$ cat src/rtl/issue_scoreboard_pkg.sv
// Shared types and defaults for the N-wide in-order issue stage.
// Holds default lane/register counts, the decoded slot record and the
// hard-zero register index used by hazard checks.
package ss_pkg;

   localparam int ISSUE_WIDTH_DEF = 2;
   localparam int NUM_REGS_DEF    = 32;
   localparam int WB_PORTS_DEF    = 2;
   localparam int RW_DEF          = $clog2(NUM_REGS_DEF);

   // One decode slot as presented by decode.
   typedef struct packed {
      logic              valid;
      logic [RW_DEF-1:0] rs1;
      logic [RW_DEF-1:0] rs2;
      logic [RW_DEF-1:0] rd;
      logic              we;
   } slot_t;

   // Register 0 reads as zero: never a hazard, never marked pending.
   localparam logic [RW_DEF-1:0] ZERO_REG = '0;

endpackage

$ cat src/rtl/issue_scoreboard_if.sv
// Bus between decode/writeback/execute and the issue scoreboard.
// master: decode + writeback + execute side (drives lanes, wb, stall, flush).
// slave : issue stage (returns issue_cnt, registered bundle, scoreboard).
interface issue_scoreboard_if
   import ss_pkg::*;
#(
   parameter int ISSUE_WIDTH = ISSUE_WIDTH_DEF,
   parameter int NUM_REGS    = NUM_REGS_DEF,
   parameter int WB_PORTS    = WB_PORTS_DEF
);
   localparam int RW = $clog2(NUM_REGS);
   localparam int CW = $clog2(ISSUE_WIDTH + 1);

   // decode bundle
   logic [ISSUE_WIDTH-1:0]    lane_valid;
   logic [ISSUE_WIDTH*RW-1:0] lane_rs1;
   logic [ISSUE_WIDTH*RW-1:0] lane_rs2;
   logic [ISSUE_WIDTH*RW-1:0] lane_rd;
   logic [ISSUE_WIDTH-1:0]    lane_we;
   // execute control
   logic                      ex_stall;
   logic                      flush;
   // writeback
   logic [WB_PORTS-1:0]       wb_valid;
   logic [WB_PORTS*RW-1:0]    wb_rd;
   // issue results
   logic [CW-1:0]             issue_cnt;
   logic [ISSUE_WIDTH-1:0]    iss_valid;
   logic [ISSUE_WIDTH*RW-1:0] iss_rs1;
   logic [ISSUE_WIDTH*RW-1:0] iss_rs2;
   logic [ISSUE_WIDTH*RW-1:0] iss_rd;
   logic [ISSUE_WIDTH-1:0]    iss_we;
   logic [NUM_REGS-1:0]       pending;
   logic [31:0]               hazard_stall_cnt;

   modport master (
      output lane_valid, lane_rs1, lane_rs2, lane_rd, lane_we,
      output ex_stall, flush, wb_valid, wb_rd,
      input  issue_cnt, iss_valid, iss_rs1, iss_rs2, iss_rd, iss_we,
      input  pending, hazard_stall_cnt
   );

   modport slave (
      input  lane_valid, lane_rs1, lane_rs2, lane_rd, lane_we,
      input  ex_stall, flush, wb_valid, wb_rd,
      output issue_cnt, iss_valid, iss_rs1, iss_rs2, iss_rd, iss_we,
      output pending, hazard_stall_cnt
   );

endinterface

$ cat src/rtl/issue_hazard_check.sv
// Per-lane hazard check: slot may issue if valid and free of scoreboard
// and intra-bundle RAW/WAW conflicts. Purely combinational, no backpressure.
// Ports: valid_i/rs1_i/rs2_i/rd_i/we_i = this slot; prev_rd_i/prev_we_i =
// all bundle slots with prev_we_i already masked to earlier slots only;
// eff_i = effective pending vector; ok_o = slot is hazard-free and valid.
module issue_hazard_check
   import ss_pkg::*;
#(
   parameter int ISSUE_WIDTH = ISSUE_WIDTH_DEF,
   parameter int NUM_REGS    = NUM_REGS_DEF,
   parameter int RW          = $clog2(NUM_REGS)
) (
   input  logic                      valid_i,
   input  logic [RW-1:0]             rs1_i,
   input  logic [RW-1:0]             rs2_i,
   input  logic [RW-1:0]             rd_i,
   input  logic                      we_i,
   input  logic [ISSUE_WIDTH*RW-1:0] prev_rd_i,
   input  logic [ISSUE_WIDTH-1:0]    prev_we_i,
   input  logic [NUM_REGS-1:0]       eff_i,
   output logic                      ok_o
);

   localparam logic [RW-1:0] ZR = RW'(ZERO_REG);

   logic          hit;
   logic [RW-1:0] prd;

   always_comb begin
      hit = 1'b0;
      prd = '0;
      // Outstanding writes in the scoreboard.
      if (rs1_i != ZR && eff_i[rs1_i]) hit = 1'b1;
      if (rs2_i != ZR && eff_i[rs2_i]) hit = 1'b1;
      if (we_i && rd_i != ZR && eff_i[rd_i]) hit = 1'b1;
      // Earlier slots of the same bundle (later slots have we masked off).
      for (int j = 0; j < ISSUE_WIDTH; j++) begin
         prd = prev_rd_i[j*RW +: RW];
         if (prev_we_i[j] && prd != ZR) begin
            if (prd == rs1_i || prd == rs2_i) hit = 1'b1;
            if (we_i && prd == rd_i)          hit = 1'b1;
         end
      end
   end

   // AND with valid so an idle slot carrying X indices reads as not-ok.
   assign ok_o = valid_i & ~hit;

endmodule

$ cat src/rtl/issue_scoreboard.sv
// N-wide in-order issue stage with register scoreboard.
// Latency: issue_cnt combinational, issued bundle registered (1 cycle).
// Backpressure: ex_stall holds the bundle and issues nothing; flush kills it.
// Ports: clk, rst (async active-high); bus (slave modport) carries decode
// lanes, ex_stall/flush, writeback ports, issue_cnt, registered iss_*,
// pending scoreboard and hazard_stall_cnt.
// Build option WB_BYPASS_EN: registers written back this cycle do not
// block issue in the same cycle.
module issue_scoreboard
   import ss_pkg::*;
#(
   parameter int ISSUE_WIDTH = ISSUE_WIDTH_DEF,
   parameter int NUM_REGS    = NUM_REGS_DEF,
   parameter int WB_PORTS    = WB_PORTS_DEF
) (
   input  logic               clk,
   input  logic               rst,
   issue_scoreboard_if.slave  bus
);

   localparam int RW = $clog2(NUM_REGS);
   localparam int CW = $clog2(ISSUE_WIDTH + 1);

   logic [NUM_REGS-1:0]       pending_q, pending_d, eff;
   logic [ISSUE_WIDTH-1:0]    iss_valid_q, iss_valid_d;
   logic [ISSUE_WIDTH-1:0]    iss_we_q, iss_we_d;
   logic [ISSUE_WIDTH*RW-1:0] iss_rs1_q, iss_rs1_d;
   logic [ISSUE_WIDTH*RW-1:0] iss_rs2_q, iss_rs2_d;
   logic [ISSUE_WIDTH*RW-1:0] iss_rd_q, iss_rd_d;
   logic [31:0]               hz_cnt_q, hz_cnt_d;

   logic [ISSUE_WIDTH-1:0]    ok;
   logic [ISSUE_WIDTH-1:0]    issue_mask;
   logic [CW-1:0]             issue_cnt;
   logic                      run;

   // Effective pending seen by the hazard checks.
   always_comb begin
      eff = pending_q;
`ifdef WB_BYPASS_EN
      for (int p = 0; p < WB_PORTS; p++)
         if (bus.wb_valid[p]) eff[bus.wb_rd[p*RW +: RW]] = 1'b0;
`endif
   end

   for (genvar k = 0; k < ISSUE_WIDTH; k++) begin : g_lane
      // Only slots ahead of lane k can create intra-bundle hazards for it.
      localparam logic [ISSUE_WIDTH-1:0] EARLIER = ISSUE_WIDTH'((1 << k) - 1);

      issue_hazard_check #(
         .ISSUE_WIDTH (ISSUE_WIDTH),
         .NUM_REGS    (NUM_REGS),
         .RW          (RW)
      ) u_chk (
         .valid_i   (bus.lane_valid[k]),
         .rs1_i     (bus.lane_rs1[k*RW +: RW]),
         .rs2_i     (bus.lane_rs2[k*RW +: RW]),
         .rd_i      (bus.lane_rd[k*RW +: RW]),
         .we_i      (bus.lane_we[k]),
         .prev_rd_i (bus.lane_rd),
         .prev_we_i (bus.lane_we & EARLIER),
         .eff_i     (eff),
         .ok_o      (ok[k])
      );
   end

   // In-order prefix: the first blocked or empty slot stops everything behind it.
   always_comb begin
      run        = !rst && !bus.ex_stall && !bus.flush;
      issue_mask = '0;
      issue_cnt  = '0;
      for (int k = 0; k < ISSUE_WIDTH; k++) begin
         run           = run & ok[k];
         issue_mask[k] = run;
         if (run) issue_cnt = issue_cnt + 1'b1;
      end
   end

   // Scoreboard: writeback clears, then flush-kill clears, then issue sets
   // (so a set beats a clear on the same register).
   always_comb begin
      pending_d = pending_q;
      for (int p = 0; p < WB_PORTS; p++)
         if (bus.wb_valid[p]) pending_d[bus.wb_rd[p*RW +: RW]] = 1'b0;
      if (bus.flush)
         for (int k = 0; k < ISSUE_WIDTH; k++)
            if (iss_valid_q[k] && iss_we_q[k]) pending_d[iss_rd_q[k*RW +: RW]] = 1'b0;
      for (int k = 0; k < ISSUE_WIDTH; k++)
         if (issue_mask[k] && bus.lane_we[k]) pending_d[bus.lane_rd[k*RW +: RW]] = 1'b1;
      pending_d[0] = 1'b0;
   end

   // Issue register: flush beats stall; non-issued lanes load zeros.
   always_comb begin
      iss_valid_d = iss_valid_q;
      iss_we_d    = iss_we_q;
      iss_rs1_d   = iss_rs1_q;
      iss_rs2_d   = iss_rs2_q;
      iss_rd_d    = iss_rd_q;
      if (bus.flush) begin
         iss_valid_d = '0;
      end else if (!bus.ex_stall) begin
         iss_valid_d = issue_mask;
         iss_we_d    = bus.lane_we & issue_mask;
         for (int k = 0; k < ISSUE_WIDTH; k++) begin
            iss_rs1_d[k*RW +: RW] = issue_mask[k] ? bus.lane_rs1[k*RW +: RW] : '0;
            iss_rs2_d[k*RW +: RW] = issue_mask[k] ? bus.lane_rs2[k*RW +: RW] : '0;
            iss_rd_d[k*RW +: RW]  = issue_mask[k] ? bus.lane_rd[k*RW +: RW]  : '0;
         end
      end
   end

   // Saturating count of cycles where a valid head slot was hazard-blocked.
   always_comb begin
      hz_cnt_d = hz_cnt_q;
      if (bus.lane_valid[0] && !bus.ex_stall && !bus.flush &&
          issue_mask == '0 && hz_cnt_q != 32'hFFFF_FFFF)
         hz_cnt_d = hz_cnt_q + 32'd1;
   end

   always_ff @(posedge clk or posedge rst) begin
      if (rst) begin
         pending_q   <= '0;
         iss_valid_q <= '0;
         iss_we_q    <= '0;
         iss_rs1_q   <= '0;
         iss_rs2_q   <= '0;
         iss_rd_q    <= '0;
         hz_cnt_q    <= '0;
      end else begin
         pending_q   <= pending_d;
         iss_valid_q <= iss_valid_d;
         iss_we_q    <= iss_we_d;
         iss_rs1_q   <= iss_rs1_d;
         iss_rs2_q   <= iss_rs2_d;
         iss_rd_q    <= iss_rd_d;
         hz_cnt_q    <= hz_cnt_d;
      end
   end

   assign bus.issue_cnt        = issue_cnt;
   assign bus.iss_valid        = iss_valid_q;
   assign bus.iss_we           = iss_we_q;
   assign bus.iss_rs1          = iss_rs1_q;
   assign bus.iss_rs2          = iss_rs2_q;
   assign bus.iss_rd           = iss_rd_q;
   assign bus.pending          = pending_q;
   assign bus.hazard_stall_cnt = hz_cnt_q;

endmodule
$ cat src/flat_wrapper.sv
// flat-port wrapper written by rule: the top's interface ports become plain ports
module issue_scoreboard_flat import ss_pkg::*;
#(
   parameter int ISSUE_WIDTH = ISSUE_WIDTH_DEF,
   parameter int NUM_REGS    = NUM_REGS_DEF,
   parameter int WB_PORTS    = WB_PORTS_DEF
)
  (clk, rst, bus_lane_valid, bus_lane_rs1, bus_lane_rs2, bus_lane_rd, bus_lane_we, bus_ex_stall, bus_flush, bus_wb_valid, bus_wb_rd, bus_issue_cnt, bus_iss_valid, bus_iss_rs1, bus_iss_rs2, bus_iss_rd, bus_iss_we, bus_pending, bus_hazard_stall_cnt);
  issue_scoreboard_if #(.ISSUE_WIDTH(ISSUE_WIDTH), .NUM_REGS(NUM_REGS), .WB_PORTS(WB_PORTS)) bus_i ();
  input  logic clk;
  input  logic rst;
  input wire logic [$bits(bus_i.lane_valid)-1:0] bus_lane_valid;
  input wire logic [$bits(bus_i.lane_rs1)-1:0] bus_lane_rs1;
  input wire logic [$bits(bus_i.lane_rs2)-1:0] bus_lane_rs2;
  input wire logic [$bits(bus_i.lane_rd)-1:0] bus_lane_rd;
  input wire logic [$bits(bus_i.lane_we)-1:0] bus_lane_we;
  input wire logic [$bits(bus_i.ex_stall)-1:0] bus_ex_stall;
  input wire logic [$bits(bus_i.flush)-1:0] bus_flush;
  input wire logic [$bits(bus_i.wb_valid)-1:0] bus_wb_valid;
  input wire logic [$bits(bus_i.wb_rd)-1:0] bus_wb_rd;
  output wire logic [$bits(bus_i.issue_cnt)-1:0] bus_issue_cnt;
  output wire logic [$bits(bus_i.iss_valid)-1:0] bus_iss_valid;
  output wire logic [$bits(bus_i.iss_rs1)-1:0] bus_iss_rs1;
  output wire logic [$bits(bus_i.iss_rs2)-1:0] bus_iss_rs2;
  output wire logic [$bits(bus_i.iss_rd)-1:0] bus_iss_rd;
  output wire logic [$bits(bus_i.iss_we)-1:0] bus_iss_we;
  output wire logic [$bits(bus_i.pending)-1:0] bus_pending;
  output wire logic [$bits(bus_i.hazard_stall_cnt)-1:0] bus_hazard_stall_cnt;
  assign bus_i.lane_valid = bus_lane_valid;
  assign bus_i.lane_rs1 = bus_lane_rs1;
  assign bus_i.lane_rs2 = bus_lane_rs2;
  assign bus_i.lane_rd = bus_lane_rd;
  assign bus_i.lane_we = bus_lane_we;
  assign bus_i.ex_stall = bus_ex_stall;
  assign bus_i.flush = bus_flush;
  assign bus_i.wb_valid = bus_wb_valid;
  assign bus_i.wb_rd = bus_wb_rd;
  assign bus_issue_cnt = bus_i.issue_cnt;
  assign bus_iss_valid = bus_i.iss_valid;
  assign bus_iss_rs1 = bus_i.iss_rs1;
  assign bus_iss_rs2 = bus_i.iss_rs2;
  assign bus_iss_rd = bus_i.iss_rd;
  assign bus_iss_we = bus_i.iss_we;
  assign bus_pending = bus_i.pending;
  assign bus_hazard_stall_cnt = bus_i.hazard_stall_cnt;
  issue_scoreboard #(.ISSUE_WIDTH(ISSUE_WIDTH), .NUM_REGS(NUM_REGS), .WB_PORTS(WB_PORTS)) u_core (.clk(clk), .rst(rst), .bus(bus_i));
endmodule
$ cat config.mk
export PLATFORM = sky130hd
export DESIGN_NAME = issue_scoreboard_flat
export DESIGN_NICKNAME = d
export VERILOG_FILES = /design/src/rtl/issue_scoreboard_pkg.sv /design/src/rtl/issue_scoreboard_if.sv /design/src/rtl/issue_hazard_check.sv /design/src/rtl/issue_scoreboard.sv /design/src/flat_wrapper.sv
export SDC_FILE = /design/constraint.sdc
export NUM_CORES = 1
export LEC_CHECK = 0
export ABC_AREA = 1
export ABC_CLOCK_PERIOD_IN_PS = 5850
export CORE_ASPECT_RATIO = 1.25
export CORE_MARGIN = 2
export CORE_UTILIZATION = 55
export CTS_CLUSTER_SIZE = 28
export DETAILED_ROUTE_END_ITERATION = 6
export HOLD_SLACK_MARGIN = 0.08
export PLACE_DENSITY = 0.93
export SYNTH_ARGS = -nofsm -noshare
export SYNTH_HDL_FRONTEND = slang
export SYNTH_SLANG_ARGS = --single-unit
export TNS_END_PERCENT = 10
$ cat constraint.sdc
create_clock -name clk -period 5.85 [get_ports clk]
set_input_delay 1.17 -clock clk [delete_from_list [all_inputs] [get_ports clk]]
set_output_delay 1.17 -clock clk [all_outputs]
set_load 0.03 [all_outputs]
==> qor.yml, run 1 <==
sta:
  timing.slew.headroom_pct: 28.94
  tns_ps: 0
  report.final.slew_viol_count: 0
  fin_crit_sh_pct: 84.77
  grt_setup_unrepaired: "false"
  hold_viol: 0
  report.final.setup_viol: 0
  post-route-worst-setup-slack_ps: 890.9
  max_slew.worst_pin.slew_ps: 1058
  worst_clock_skew_ps: 11.94
  fmaxAchievable_mhz: 201.6
  final_period_minus_worst_setup_slack_ps: 4959
drt:
  dr_total_vias: 11270
  antenna_violating_nets_post_route: 0
  routed_wl_um: 38460
  drtPass1Iterations: 7
  wire_per_inst_um: 21.46
  post_detailed_route_via_to_cell_ratio: 6.287
  detail_route.iter0.violations: 1698
  detail_route.drc_violations: 1
grt:
  grt_met3_usage_pct: 10.19
  number_of_antenna_violations_at_the_first_check_in_global_routing: 0
  grtUsageMet2_pct: 66.94
  grt_overflow: 0
  grt_pass1_wl_um: 58370
  grt_start_max_net_pins: 75
  grt.total_usage_pct: 45.18
  grt-busiest-layer: "met2"
  met1_usage_pct: 56.62
  grt_pass1_vias: 10270
synthesis:
  syn_area_per_cell_um2: 5.989
  ys.warnings.count: 0
  syn_nets: 1515
  library_cell_occupying_the_most_area_in_the_post_synthesis_netlist: "dfrtp_1"
  synth_commonest_cells: "nand2_1, inv_1, nor2_1, nand3_1, nand4_1"
  synth-async-reset-ratio_pct: 100.0
  synthesis.instances: 1464
  ys_ff_latch: 97
  yosys.area.top_type_share_pct: 27.68
  synth_enable_flop_cells: 0
  postSynth.topFlopCell: "dfrtp_1"
  netlist_top_cells_area: "dfrtp_1, nand2_1, nand4_1"
  synthDistinctLibCells: 35
  netlist_area_um2: 8768
  most_instantiated_library_cell_after_synthesis: "nand2_1"
  seq_area_frac_synth_pct: 27.68
setup_path:
  cp_endpoint_kind: "output port"
  path_class: "input pin to output port"
  crit_required_ps: 4680
  r2r-start: "u_core.bus.pending[24]$_DFF_PP0_"
  critical_path.startpoint: "bus_lane_rd[5]"
  crit_fanout: 21
  critical_path_arrival_ps: 3790
  worst_setup_path_start_kind: "input pin"
layout:
  sequential_cell_area_um2: 2427
  drive_gt1_share_pct: 4.051
  area_growth_syn_to_layout_pct: 20.93
  filler_cell_count: 1430
  finalNonFillerCells: 1792
  multi_input_comb_area_um2: 5419
  finish.instance_area_um2: 10600
  antenna_cells: 0
  finish.net_count: 1626
cts:
  clk_tree_root_cell: "clkbuf_16"
  cts_resized: 0
  numClockSinks: 97
  cts-htree-levels: 3
  cts_setup_buffers: 0
  clock_tree.buffer_depth: 2
  clock_insertion_delay_worst_skew_ps: 370
  tritoncts: "done"
  hold_buffers: 0
  worst_setup_hold_path_clk_slew_ps: 70
  num_cts_buffers: 9
worst_hold_path:
  hp-start: "u_core.bus.iss_rs1[2]$_DFFE_PP0P_"
  worst_min_delay_path_category: "flip-flop to flip-flop"
power_and_ir_drop:
  power.density_nw_per_um2: 208.0
  ir_drop_mv: 0.2085
  report.power.total_mw: 2.206
  static-leakage-power_nw: 4.926
place:
  place.detailed.instances: 1776
  postPlaceCellArea_um2: 10320
  place.port_buffers: 148
  pre_cts_ws_ps: 966.6
  detailedPlacementHpwl_um: 28060
  finalWeightedCongestion: 1.065
floorplanning:
  top_level_ports: 150
  initial_core_utilization_pct: 56.32
  die_width_um: 116.9
  fp.dieArea_um2: 16970
  die_h_um: 145.2
  placeableCoreArea_um2: 15570
  core.rowCount: 51
run_status:
  violations: "design-rule violations"
  status: "complete, but fails checks"
job:
  timing.max_cap.violations: 0
[cell type report]
| type | instances | share of cell area [%] |
|---|---|---|
| inverter | 156 | 5.546 |
| sequential | 97 | 22.89 |
| clock buffer | 9 | 2.124 |
| clock inverter | 7 | 0.5664 |
| tap | 212 | 2.501 |
| multi-input combinational | 1144 | 51.10 |
| timing repair buffer | 167 | 15.27 |
[critical path: stages]
cell and delay [ps]:
clkdlybuf4s50_1 900, inv_2 280, nor2_1 190, nand2_1 70, nand3_1 90, nand2_1 50
nand2_1 80, nor2_1 40, nand2_1 50, nand2_1 70, nand3_1 150, nor2_4 60
nor2_1 350, buf_4 240
[layout by cell type, fill, tap and decap left out, drive strengths merged]
master / count
a21boi: 1
a21oi: 35
a22o: 3
a31oi: 2
buf: 21
clkbuf: 9
clkdlybuf4s50: 146
clkinv: 2
clkinvlp: 2
conb: 1
dfrtp: 97
ha: 1
inv: 159
nand2: 553
nand3: 105
nand3b: 3
nand4: 100
nor2: 128
nor3: 45
nor3b: 1
nor4: 5
o2111ai: 12
o211ai: 34
o21ai: 44
o22ai: 36
xnor2: 13
xor2: 22
[cells by family after synthesis]
kind of cell	count (synthesis)	share of synthesized area (%)
buffers and inverters	223	10.52
and+or+nand+nor	940	46.06
adders and majority gates	1	0.1427
xor gates and xnor gates	35	3.496
AOI/OAI and AO/OA	167	12.06
other	1	0.04277
DFF	97	27.68
[metrics by stage]
stage | util (%) | hold slack [ps]
final | 68.11 | 487.9
after global routing | 68.11 | 511.1
after CTS | 68.11 | 493.2
after detailed placement | 66.27 | 475.0
after global placement | 66.27 | 466.8
after floorplan | - | 661.0
[state kept, by name, indices dropped and copies added (netlist names)]
register	cells
u_core.bus.iss_rd	10
u_core.bus.hazard_stall_cnt	32
u_core.bus.iss_we	2
u_core.bus.iss_rs1	10
u_core.bus.iss_rs2	10
u_core.bus.iss_valid	2
u_core.bus.pending	31
[where the power goes]
part / leakage [nW] / switching, mW / internal (mW) / total, mW
Combinational: 3.46 / 0.516 / 0.246 / 0.762
Sequential: 1.33 / 0.122 / 0.716 / 0.838
Clock: 0.136 / 0.308 / 0.298 / 0.606
[per-layer routing]
metal  vias to the layer above  part of all wire, %
li1                       5072                    -
met1                      5060                   35
met2                       902                   43
met3                       233                   12
met4                         0                  9.2
met5                         -                    0
[path summary, 6_finish.rpt]
kind	endpoint	slack [ps]	cells after the start
min in group asynchronous	u_core.bus.hazard_stall_cnt[24]$_DFFE_PP0P_	1110	2
worst min register to register	u_core.bus.iss_rs1[2]$_DFFE_PP0P_	490	2
worst max-delay path	bus_issue_cnt[0]	890	14
worst min-delay path	u_core.bus.iss_rs1[2]$_DFFE_PP0P_	490	2
worst max register to register	u_core.bus.hazard_stall_cnt[10]$_DFFE_PP0P_	2470	14
max in group asynchronous	u_core.bus.pending[13]$_DFF_PP0_	3420	3
(Power assumes the default switching activity.)
==> run 2, diff against run 1 <==
ABC_CLOCK_PERIOD_IN_PS = 4200   (was 5850)
CORE_UTILIZATION = 50   (was 55)
PLACE_DENSITY = 0.9   (was 0.93)
clock period = 4.2 ns   (was 5.85 ns; I/O delays follow)
==> run 2 against run 1 <==
Compared with the run above:
- the flow now finishes without violations
- combinational power is 40% higher
- first-iteration DRC count decreased by 16%
- global-route usage decreased by 5.3 points
- clock power grew 70%
- count of clock-buffer cells in the layout rose by 1
- utilization is 5.2 points lower
- total power grew 48%
- critical path depth fell by 2
- critical endpoint unchanged
==> qor.yml, run 2 (synthesis gave the netlist of run 1 again) <==
place:
  detailedPlacementHpwl_um: 28030  # was 28060 µm
  finalWeightedCongestion: 1.072  # was 1.065
  place.port_buffers: 148  # unchanged
power_and_ir_drop:
  ir_drop_mv: 0.2214  # was 0.2085 mV
  pint_mw: 1.995  # was 1.260 mW
  clkPwrFrac_pct: 31.7  # was 27.5%
  power.density_nw_per_um2: 299.7  # was 208.0 nW/µm²
  comb_power_share_pct: 32.8  # was 34.6%
  sw_frac_of_total_pct: 38.82  # was 42.89%
  share_seq_of_total_power_pct: 35.5  # was 38.0%
  static-leakage-power_nw: 5.094  # was 4.926 nW
  total_switching_power_mw: 1.266  # was 946.2 µW
setup_path:
  critPathTopFamily: "buffers and inverters"  # unchanged
  critical_path.startpoint: "bus_lane_rd[4]"  # was bus_lane_rd[5]
  cp_endpoint_kind: "output port"  # unchanged
  crit_fanout: 6  # was 21
  path_cells: "clkdlybuf4s50_1 -> nor3_1 -> inv_1 -> o21ai_1 -> inv_2 -> nand2_1 -> nand2_2 -> inv_2 -> nand2_2 -> nor2_1 -> buf_4 -> buf_4"  # was clkdlybuf4s50_1 -> inv_2 -> nor2_1 -> nand2_1 -> nand3_1 -> nand2_1 -> nand2_1 -> nor2_1 -> nand2_1 -> nand2_1 -> nand3_1 -> nor2_4 -> nor2_1 -> buf_4
  path_class: "input pin to output port"  # unchanged
  r2r-start: "u_core.bus.pending[24]$_DFF_PP0_"  # unchanged
  worst_setup_path_start_kind: "input pin"  # unchanged
  crit_path_top_delay_cell: "nor3_1"  # was clkdlybuf4s50_1
  max_stage_delay_ps: 540  # was 900 ps
  critPathBufInv: 6  # was 3
  critical_path_arrival_ps: 3270  # was 3790 ps
  crit_required_ps: 3360  # was 4680 ps
sta:
  grt_setup_unrepaired: "false"  # unchanged
  max_slew.worst_pin.slew_ps: 986.3  # was 1058 ps
  fmaxAchievable_mhz: 243.6
  timing.slew.headroom_pct: 34.25  # was 28.94%
  final_period_minus_worst_setup_slack_ps: 4105
  tns_ps: 0  # unchanged
  report.final.slew_viol_count: 0  # unchanged
  hold_viol: 0  # unchanged
  worst_clock_skew_ps: 9.787  # was 11.94 ps
  fin_crit_sh_pct: 97.74
  report.final.setup_viol: 0  # unchanged
floorplanning:
  top_level_ports: 150  # unchanged
  die_width_um: 122.4  # was 116.9 µm
  die_h_um: 152.1  # was 145.2 µm
  initial_core_utilization_pct: 50.69  # was 56.32%
  placeableCoreArea_um2: 17300  # was 15570 µm²
  fp.dieArea_um2: 18620  # was 16970 µm²
  core.rowCount: 54  # was 51
layout:
  final_common_cell: "nand2_1"  # unchanged
  multi_input_comb_area_um2: 5421  # was 5419 µm²
  drive_gt1_share_pct: 5.427  # was 4.051%
  sequential_cell_area_um2: 2427  # unchanged
  final_core_util_pct: 62.91  # was 68.11%
  area_growth_syn_to_layout_pct: 24.09  # was 20.93%
  max_ffs_per_register: 32  # unchanged
  finish.net_count: 1650  # was 1626
  layout_common_cells: "nand2_1, inv_1, clkdlybuf4s50_1"  # was nand2_1, clkdlybuf4s50_1, inv_1
  filler_cell_count: 1677  # was 1430
  antenna_cells: 0  # unchanged
cts:
  clock_tree.buffer_depth: 2  # unchanged
  worst_setup_hold_path_clk_slew_ps: 70  # about the same
  clk_tree_root_cell: "clkbuf_16"  # unchanged
  clock_insertion_delay_worst_skew_ps: 360  # was 370 ps
  hold_buffers: 0  # unchanged
  numClockSinks: 97  # unchanged
  cts-htree-levels: 3  # unchanged
  tritoncts: "done"  # unchanged
  num_cts_buffers: 9  # unchanged
drt:
  detail_route.iter0.violations: 1424  # was 1698
  routed_wl_um: 37550  # was 38460 µm
  drtPass1Iterations: 6  # was 7
  wire_per_inst_um: 20.55  # was 21.46 µm
  dr_total_vias: 11040  # was 11270
  detail_route.drc_violations: 0  # was 1
  antenna_violating_nets_post_route: 0  # unchanged
  post_detailed_route_via_to_cell_ratio: 6.040  # was 6.287
grt:
  grt_overflow: 0  # unchanged
  grt_pass1_wl_um: 57010  # was 58370 µm
  number_of_antenna_violations_at_the_first_check_in_global_routing: 0  # unchanged
  grt_start_max_net_pins: 76  # was 75
  grt_pass1_vias: 10090  # was 10270
  grt.total_usage_pct: 39.89  # was 45.18%
job:
  timing.max_cap.violations: 0  # unchanged
run_status:
  status: "complete, no violations"  # was complete, but fails checks
worst_hold_path:
  hp-start: "u_core.bus.iss_rs1[6]$_DFFE_PP0P_"  # was u_core.bus.iss_rs1[2]$_DFFE_PP0P_
  worst_min_delay_path_category: "flip-flop to flip-flop"  # unchanged
## run 2: changes by cell type in the layout (fill, tap and decap cells not counted), sizes merged
cell           change
bufinv             +4
clkbuf             +1
buf               +24
clkinvlp           -1
clkdlybuf4s50      -2
inv                -5
dlymetal6s2s       +2
## run 2: worst reg2reg max path, stage by stage, from the launching register on
cell and delay [ps]:
dfrtp_1 640, inv_1 220, o21ai_0 390, nand2_1 90
nand3_1 80, nand2_1 50, nand2_1 50, nand2_1 60
nand2_1 130, nor2_2 80, nand2_2 70, buf_4 430
nand3_2 210, buf_4 270, nand2_1 90, nand2_1 60
## run 2: path summary, 6_finish.rpt
| path | end | slack (ps) | cells past startpoint |
|---|---|---|---|
| min in group asynchronous | u_core.bus.iss_rs1[9]$_DFFE_PP0P_ | 930 | 3 |
| max reg2reg | u_core.bus.hazard_stall_cnt[13]$_DFFE_PP0P_ | 1170 | 15 |
| max | bus_issue_cnt[0] | 90 | 12 |
| max in group asynchronous | u_core.bus.pending[28]$_DFF_PP0_ | 1970 | 4 |
| min | u_core.bus.iss_rs1[6]$_DFFE_PP0P_ | 490 | 2 |
| min reg2reg | u_core.bus.iss_rs1[6]$_DFFE_PP0P_ | 490 | 2 |
## run 2: cell type report
class | instances | share of cell area [%]
flip-flops and latches | 97 | 22.31
repair buffers | 191 | 16.58
clock buffers | 10 | 2.104
multi-input cells | 1144 | 49.83
inverters | 156 | 5.416
well taps | 224 | 2.576
clock inverters | 5 | 1.184
## run 2: power groups by stage
| stage | combinational, mW | sequential, mW | clock, mW |
|---|---|---|---|
| after global routing | 1.14 | 1.16 | 1.08 |
| after floorplan | 0.496 | 1.22 | 0 |
| after detailed placement | 1.04 | 1.16 | 0 |
| after global placement | 1.03 | 1.16 | 0 |
| after CTS | 1.04 | 1.14 | 1.03 |
| final | 1.07 | 1.16 | 1.03 |
## run 2: repair_timing
action                     in CTS  in global routing
resized for setup               0                  3
setup endpoints to repair       0                  1
setup buffers                   0                  0
## run 2: stage by stage
| stage | instance area [µm²] | instances | setup WS [ps] | hold WS, ps | total power, mW |
|---|---|---|---|---|---|
| after floorplan | 8772 | 1464 | 255.2 | 661.0 | 1.721 |
| after global placement | 10520 | 1812 | 152.7 | 466.8 | 2.193 |
| after detailed placement | 10520 | 1812 | 147.3 | 474.5 | 2.198 |
| after CTS | 10870 | 1827 | 135.4 | 490.7 | 3.216 |
| after global routing | 10880 | 1827 | 55.15 | 515.1 | 3.378 |
| final | 10880 | 1827 | 94.98 | 489.0 | 3.261 |
## run 2: metal layers
layer  vias to the layer above  GRT usage [%]  wire, µm
li1                       5109              -         -
met1                      4907          49.28     13540
met2                       828          62.28     17020
met3                       191          8.258      4265
met4                         0          26.00      2729
met5                         -              0         0
